==> src/rtl/alu_gray_sequencer.sv <==
// alu_gray_sequencer: wraps a combinational Gray-operand ALU core as a clocked
// functional unit. It latches binary operands on start and drives their Gray
// codes to the core. It holds them for SETTLE_CYCLES edges, then captures
// R/Zero/Overflow and issues a one-cycle done pulse.
module alu_gray_sequencer #(
  parameter int SETTLE_CYCLES = 4,
  parameter int CNT_W         = 4
) (
  input  logic             clk,
  input  logic             rst,
  input  logic             start,
  input  logic [3:0]       a_in,
  input  logic [3:0]       b_in,
  input  logic [1:0]       op_in,
  input  logic             clr_sticky,
  output logic [3:0]       g1,
  output logic [3:0]       g2,
  output logic [1:0]       op,
  input  logic [3:0]       core_r,
  input  logic             core_zero,
  input  logic             core_ovf,
  output logic             busy,
  output logic             done,
  output logic [3:0]       result,
  output logic             zero,
  output logic             overflow,
  output logic             ovf_sticky,
  output logic [7:0]       op_count
);

  typedef enum logic {
    IDLE,
    SETTLE
  } state_t;

  localparam logic [CNT_W-1:0] LAST_CNT = CNT_W'(SETTLE_CYCLES - 1);

  state_t           state;
  logic [CNT_W-1:0] counter;
  logic             capture;

  // Capture edge: last cycle of the settle window.
  always_comb begin
    capture = (state == SETTLE) && (counter == LAST_CNT);
  end

  // Sequencer FSM with all outputs registered.
  always_ff @(posedge clk) begin
    if (rst) begin
      state      <= IDLE;
      counter    <= '0;
      g1         <= '0;
      g2         <= '0;
      op         <= '0;
      result     <= '0;
      busy       <= 1'b0;
      done       <= 1'b0;
      zero       <= 1'b0;
      overflow   <= 1'b0;
      ovf_sticky <= 1'b0;
      op_count   <= '0;
    end else begin
      done <= 1'b0;
      case (state)
        IDLE: begin
          if (start) begin
            g1      <= a_in ^ (a_in >> 1);
            g2      <= b_in ^ (b_in >> 1);
            op      <= op_in;
            counter <= '0;
            busy    <= 1'b1;
            state   <= SETTLE;
          end
        end
        SETTLE: begin
          counter <= counter + 1'b1;
          if (capture) begin
            result   <= core_r;
            zero     <= core_zero;
            overflow <= core_ovf;
            done     <= 1'b1;
            busy     <= 1'b0;
            state    <= IDLE;
            if (op_count != 8'hFF) begin
              op_count <= op_count + 8'd1;
            end
          end
        end
        default: state <= IDLE;
      endcase
      // A new overflow on the capture edge takes priority over a clear.
      if (capture && core_ovf) begin
        ovf_sticky <= 1'b1;
      end else if (clr_sticky) begin
        ovf_sticky <= 1'b0;
      end
    end
  end

endmodule

==> config.mk <==
export PLATFORM = sky130hd
export DESIGN_NAME = alu_gray_sequencer
export DESIGN_NICKNAME = d
export VERILOG_FILES = /design/src/rtl/alu_gray_sequencer.sv
export SDC_FILE = /design/constraint.sdc
export NUM_CORES = 1
export LEC_CHECK = 0
export CAP_MARGIN = 20
export CORE_AREA = 2 2 68 70
export DETAILED_ROUTE_END_ITERATION = 10
export DIE_AREA = 0 0 70 72
export GPL_ROUTABILITY_DRIVEN = 0
export PLACE_DENSITY_LB_ADDON = 0.1
export SLEW_MARGIN = 20
export SYNTH_ARGS = -nofsm -noshare
export SYNTH_HDL_FRONTEND = slang
export SYNTH_SLANG_ARGS = --single-unit
==> constraint.sdc <==
create_clock -name clk -period 4.5 [get_ports clk]
set_input_delay 0.9 -clock clk [delete_from_list [all_inputs] [get_ports clk]]
set_output_delay 0.9 -clock clk [all_outputs]
set_load 0.005 [all_outputs]
==> summary.txt <==
Critical path
  – Worst setup SP type: flip-flop
  – WS Path Type: reg -> reg
  – Crit-path max FO: 12
  – Crit-path max cell delay: between 500 and 600 ps
  – Cells along the critical path: ha_1 -> nand4bb_1 -> or2_1 -> or4_1 -> a21oi_1
  – CP required: roughly 4700 ps
  – FF-to-FF path depth: 5
  – Reg2Reg Setup Slack: 2290 ps
  – Slowest-stage cell, CP: or4_1
  – Crit. End Element: flip-flop
  – Terminus of the critical flop-to-flop path: op_count[5]
  – Worst flop-to-flop path startpoint: counter[0]
  – Critical path arrival: 2420 ps

Worst hold path
  – Hold Path Sink: result[2]
  – Worst hold path depth: 2
  – Hold_sp: result[2]
  – Hold crit path type: reg -> reg

Drt
  – Routed Antenna Nets: 0
  – Initial DRC Count: 35
  – Vias per inst: 4.72
  – Post-Route WL: approximately 2800 um
  – DR WL/cell: between 10 and 15 um
  – TritonRoute pass-1 iters: 4
  – Vias post-DR: roughly 1,200
  – DR DRC count: 0

Yosys
  – Mean Syn Cell Area: between 8 and 9 sq um
  – Post-Synth Adder-Cell Area: 1.94%
  – Largest family of logic cells by synthesized area: simple AND/OR/NAND/NOR gates
  – YS warnings: 0
  – Register area share after synthesis: between 40 and 50%
  – Synth Area in XOR/XNOR: about 6.1%
  – Complex-gate fraction of the synthesized area: 12.7%
  – Net Count, Synth: 167
  – Cell Area, Synth: 0.00129 sq mm
  – Yosys reg bits: 32
  – Post-Synthesis Cells: between 100 and 150
  – Multiplexer share of the synthesized area: 4.66%
  – Post-synthesis simple-gate area fraction: ~22%
  – Yosys cell types: 29

Global route
  – Initial antenna violation count: 0
  – Grt ovf: 0
  – Pin count of the biggest net entering global routing: 33
  – Vias in the first global route: between 1,000 and 1,500
  – Gr usage total: a little under an eighth
  – First-pass GRT wire length: about 4600 um

Die
  – Core Footprint: approximately 0.0043 sq mm
  – Initial cell density of the core: 30.3%
  – I/O pin count: 47
  – Die area: just over 0.005 sq mm
  – Die height: slightly above 70 um
  – Core Rows: 24
  – Die Width: 70 um

CTS
  – Root buf cell: clkbuf_8
  – Hold bufs inserted after CTS: 0
  – Clock transition at path regs: 70 ps
  – Total CTS buffers: 5
  – CTS Buffer Depth: 2
  – Setup Fix Bufs, Post-CTS: 0
  – CTS sink count: 32
  – CTS tree: built
  – Clock Latency Late Sink: roughly 280 ps
  – Post_cts resized: 0
  – H-tree lvl count: 2

STA
  – Hold Vio Cnt, Final: 0
  – Final TNS setup: 0 ps
  – # setup viols final: 0
  – Slew HR: between 50% and 60%
  – Unrepaired setup endpoints after global routing: no
  – Clk_skew: 8.84 ps
  – Ratio of final minimum period to clock period: between 40% and 50%
  – Worst hold slack: approximately 460 ps
  – Post-layout min period: 2210 ps
  – Actual slew at the worst max-slew pin: between 600 and 700 ps
  – Highest clock rate: between 400 and 500 MHz
  – Slew Limit Fails: 0

Final layout
  – FF+latch area: 641 sq um
  – Final Non-Filler Cells: around 240
  – Multi-input logic area: 617 sq um
  – Post-route cell area: between 0.0015 and 0.002 sq mm
  – Nets: roughly 210
  – # fillers: 424
  – Ant diodes: 0
  – Layout cells sized above 1: 5.73%
  – Area growth, synth to finish: 47.1%

Placement
  – HPWL Detailed: approximately 1900 um
  – Port Buffers: between 40 and 50
  – Placed insts: about 240
  – Dpl cell area: approximately 0.0018 sq mm

Power
  – PD cells: around 330 mW/mm^2
  – LEAKAGE: between 0.6 and 0.7 nW
  – Peak supply drop: about 0.24 mV

Outcome
  – Outcome: complete, no violations

Flow run
  – Max-capacitance violation count: 0
placed cells by master (no fill, tap or decap), types with 5 or more instances in the layout:
cell / count
dfxtp_1: 32
nor3_1: 6
nor2_1: 22
a211oi_1: 9
nand3_1: 5
clkdlybuf4s50_1: 45
a21oi_1: 14
clkbuf_8: 5
mux2i_1: 6
nand2_1: 14
xnor2_1: 8
flip-flops by register name (all words and copies together), names as in the netlist:
register    flops
g1              4
zero            1
g2              4
result          4
op              2
ovf_sticky      1
overflow        1
busy            1
state           1
counter         4
done            1
op_count        8
per-stage QoR:
step | setup WS [ps] | power [W] | util (%)
3_5_place_dp | 1950 | 0.000366 | 42.0
5_1_grt | 2160 | 0.000659 | 44.5
3_3_place_gp | 1640 | 0.000365 | 41.9
6_report | 2290 | 0.000628 | 44.5
4_1_cts | 2110 | 0.000642 | 44.5
2_1_floorplan | 2710 | 0.000330 | -
power breakdown:
part | internal, W | leakage (nW) | switching, W | total (W)
registers | 0.000292 | 0.261 | 0.00000669 | 0.000299
clock network | 0.000164 | 0.0552 | 0.000105 | 0.000269
logic | 0.0000380 | 0.336 | 0.0000221 | 0.0000600
Yosys cell counts:
| master | n | area (sq um) |
|---|---|---|
| clkbuf_1 | 4 | 15.0 |
| or2_1 | 1 | 6.26 |
| a311oi_1 | 1 | 8.76 |
| nand4_1 | 1 | 6.26 |
| o31ai_1 | 1 | 7.51 |
| nor4bb_1 | 1 | 10.0 |
| dfxtp_1 | 32 | 641 |
| mux2i_1 | 6 | 60.1 |
| nor2b_1 | 1 | 6.26 |
| nand3_1 | 5 | 25.0 |
| or4_1 | 1 | 7.51 |
| nor3b_1 | 2 | 15.0 |
| and4_1 | 1 | 8.76 |
| nand2_1 | 14 | 52.6 |
| nand2b_1 | 1 | 6.26 |
| xnor2_1 | 8 | 70.1 |
| inv_1 | 2 | 7.51 |
| nor2_1 | 22 | 82.6 |
| xor2_1 | 1 | 8.76 |
| nor3_1 | 6 | 30.0 |
| buf_2 | 3 | 15.0 |
| a211oi_1 | 9 | 67.6 |
| or3_1 | 1 | 6.26 |
| a21oi_1 | 14 | 70.1 |
| buf_1 | 1 | 3.75 |
| nand4bb_1 | 1 | 11.3 |
| o21ai_0 | 2 | 10.0 |
| ha_1 | 2 | 25.0 |
| and3_1 | 1 | 6.26 |
final cells by class:
cell class,instances,area share (%)
inverter,2,0.396
tap,52,3.43
multi-input combinational,103,32.5
sequential,32,33.8
timing repair buffer,47,24.3
clock buffer,6,3.82
clock inverter,2,1.85
worst max-delay path: cells and delay by family, from the launching register on:
family,cells,cell delay [ps]
AO/OA/AOI/OAI,1,140
adder cells (fa/ha/maj),1,220
flip-flops,1,370
AND/OR/NAND/NOR,3,1410
logic make-up (layout without fill, tap and decap cells):
| logic type | after synthesis | count (layout) |
|---|---|---|
| buf+inv | 10 | 57 |
| flops | 32 | 32 |
| compound gates | 27 | 27 |
| mux | 6 | 6 |
| simple gates | 59 | 59 |
| fa+ha+maj | 2 | 2 |
| xor+xnor | 9 | 9 |
worst max-delay path by stage:
stage	from	to	slack (ps)
5_1_grt	start	op[1]	2160
3_5_place_dp	start	op[0]	1950
4_1_cts	counter[0]	op_count[1]	2110
6_report	counter[0]	op_count[5]	2290
2_1_floorplan	start	g1[2]	2710
3_3_place_gp	start	g2[3]	1640
routing by layer:
metal / vias up / share of wire, % / track usage [%]
met1: 510 / 48 / 13.9
met4: 0 / 1.6 / 4.49
met3: 6 / 7.1 / 4.86
met5: - / 0 / 0
li1: 597 / - / -
met2: 39 / 43 / 18.4
Power figures use the tool's default switching activity.
==> RTL change (same flow settings) <==
Add an input register stage for `op_in`; this delays it by one clock. The other inputs are not delayed to match.
--- a/src/rtl/alu_gray_sequencer.sv
+++ b/src/rtl/alu_gray_sequencer.sv
@@ -35,6 +35,12 @@
 
   localparam logic [CNT_W-1:0] LAST_CNT = CNT_W'(SETTLE_CYCLES - 1);
 
+  logic [1:0] op_q;
+
+  always_ff @(posedge clk) begin
+    op_q <= op_in;
+  end
+
   state_t           state;
   logic [CNT_W-1:0] counter;
   logic             capture;
@@ -66,7 +72,7 @@
           if (start) begin
             g1      <= a_in ^ (a_in >> 1);
             g2      <= b_in ^ (b_in >> 1);
-            op      <= op_in;
+            op      <= op_q;
             counter <= '0;
             busy    <= 1'b1;
             state   <= SETTLE;
Formal check against the unedited RTL: not equivalent (Yosys sat finds a counterexample within 4 cycles, from zero or initial values and one cycle with rst high).
==> RTL change against the unedited design <==
- final cell count grew 1.2%
- highest routed layer unchanged
- routed wire length grew 9.3%
- sequential cell count grew 2
- total power shrank 4.0%
- worst hold slack gained 4.1 ps
- sequential share of layout area grew 1.4 points
- synthesized cell count grew 2.8%
- area after synthesis grew 5.1%
- sequential power grew 6.7%
- design area grew 1.9%
- setup slack gained 17 ps
- critical path depth shrank 4
==> RTL change: results (changes against the unedited design) <==
* Slowest cell delay on critical path at 560 ps (+50 ps)
* Netlist cell types at 32 (+10%)
* Post-layout net count at 216 (+1.4%)
* All-layer global routing usage at 13.0% (+1.5 points)
* Total iterations of the first detailed-routing run at 4 (unchanged)
* CTS H-Tree Depth at 2 (unchanged)
* Largest net degree at the start of global routing at 33 (unchanged)
* Largest cells by area after synthesis: dfxtp_1 (50%), nor2_1 (5.8%), mux2i_1 (5.2%), a21oi_1 (4.8%), xnor2_1 (4.5%)
* CP arrival at 1290 ps (-1130 ps)
* Yosys warnings at 0 (unchanged)
* First-pass GRT wire length at 5170 um (+12%)
* Number of flip-flops in the largest register at 8 (unchanged)
* Synth cell count leaders: dfxtp_1 (34), nor2_1 (21), nand2_1 (14)
* Top delay family on crit path: buffers and inverters
* Largest register by flop count: op_count
* CTS buffer count at 5 (unchanged)
* Routed Antenna Nets at 0 (unchanged)
* Number of fill cells in the layout at 416 (-1.9%)
* Via/cell ratio at 4.87 (+3.2%)
* CP max-delay cell: clkdlybuf4s50_1
* Initial antenna violation count at 0 (unchanged)
* Proportion of layout cells with a drive suffix above 1 at 5.13% (-0.60 points)
* Number of global-route vias before repair at 1140 (+9.0%)
* Outcome: finished clean
* CP max FO at 8 (-4)
* Final Hold Vio Count at 0 (unchanged)
* Setup Skew at 7.80 ps (-1.04 ps)
* Worst vdd ir at 143 uV (-40%)
* N_diodes at 0 (unchanged)
* Total grt overflow at 0 (unchanged)
* Worst-margin pin slew at 705 ps (+13.8 ps)
* Post-CTS Setup Bufs at 0 (unchanged)
* Worst-Skew Late Latency at 280 ps (about the same)
* Clk buf depth at 2 (unchanged)
* Root buffer cell: clkbuf_8
* Static leakage at 0.694 nW (+6.6%)
* Switching share of power at 21.7% (+0.42 points)
* Detailed-placement wirelength estimate at 2150 um (+11%)
* WL per Instance at 12.6 um (+7.9%)
* Ys async rst share at 0% (unchanged)
* Main flop type after synthesis: dfxtp_1
* Hold crit path type: reg -> reg
* Net Count, Synth at 171 (+2.4%)
* Sequential-to-total area share from yosys stat at 50.2% (+0.52 points)
* Clk slew on worst S/H paths at 60 ps
* Buffers added on ports at 46 (unchanged)
* Initial DRC count at 43 (+23%)
* CTS resizes at 0 (unchanged)
[RTL change: cell families after synthesis]
group / synth area share (%)
AND/OR/NAND/NOR: 22.3
flip-flops: 50.2
adder cells (fa/ha/maj): 1.84
buffers and inverters: 2.95
multiplexers: 5.17
AO/OA/AOI/OAI: 12.4
XOR/XNOR: 5.17
[RTL change: cell type report]
class                           instances  area share [%]
Multi-Input combinational cell        106            33.0
Clock buffer                            7            4.46
Inverter                                1           0.194
Tap cell                               52            3.36
Timing Repair Buffer                   46            23.5
Clock inverter                          1           0.259
Sequential cell                        34            35.2
[RTL change: path summary, 6_finish.rpt]
kind / from / to / slack (ps) / depth (start not counted)
worst max-delay path: op_count[7] / op_count[7] / 2310 / 1
worst min-delay path: overflow / overflow / 460 / 2
worst max register to register: counter[0] / op_count[3] / 2470 / 5
worst min register to register: overflow / overflow / 460 / 2
[RTL change: metal layers]
metal / vias up / wire length [um] / track usage, %
li1: 608 / - / -
met1: 557 / 1310 / 14.2
met2: 32 / 1550 / 22.5
met3: 6 / 195 / 5.69
met4: 0 / 44 / 4.49
met5: - / 0 / 0
[RTL change: power groups by stage]
| stage | Clock (mW) | Sequential [mW] | Combinational (mW) |
|---|---|---|---|
| floorplan | 0 | 0.323 | 0.0258 |
| global placement | 0 | 0.325 | 0.0603 |
| detailed placement | 0 | 0.325 | 0.0617 |
| CTS | 0.234 | 0.318 | 0.0620 |
| global route | 0.248 | 0.320 | 0.0671 |
| finish | 0.224 | 0.319 | 0.0601 |
[RTL change: through the flow]
stage          power [mW]  hold slack, ps  cell area [um^2]  std cells  worst slack [ps]
2_1_floorplan       0.349             440              1360        149              2810
3_3_place_gp        0.385             442              1850        239              1660
3_5_place_dp        0.387             453              1850        239              1580
4_1_cts             0.615             462              1940        247              1890
5_1_grt             0.635             490              1930        247              2130
6_report            0.603             460              1930        247              2310
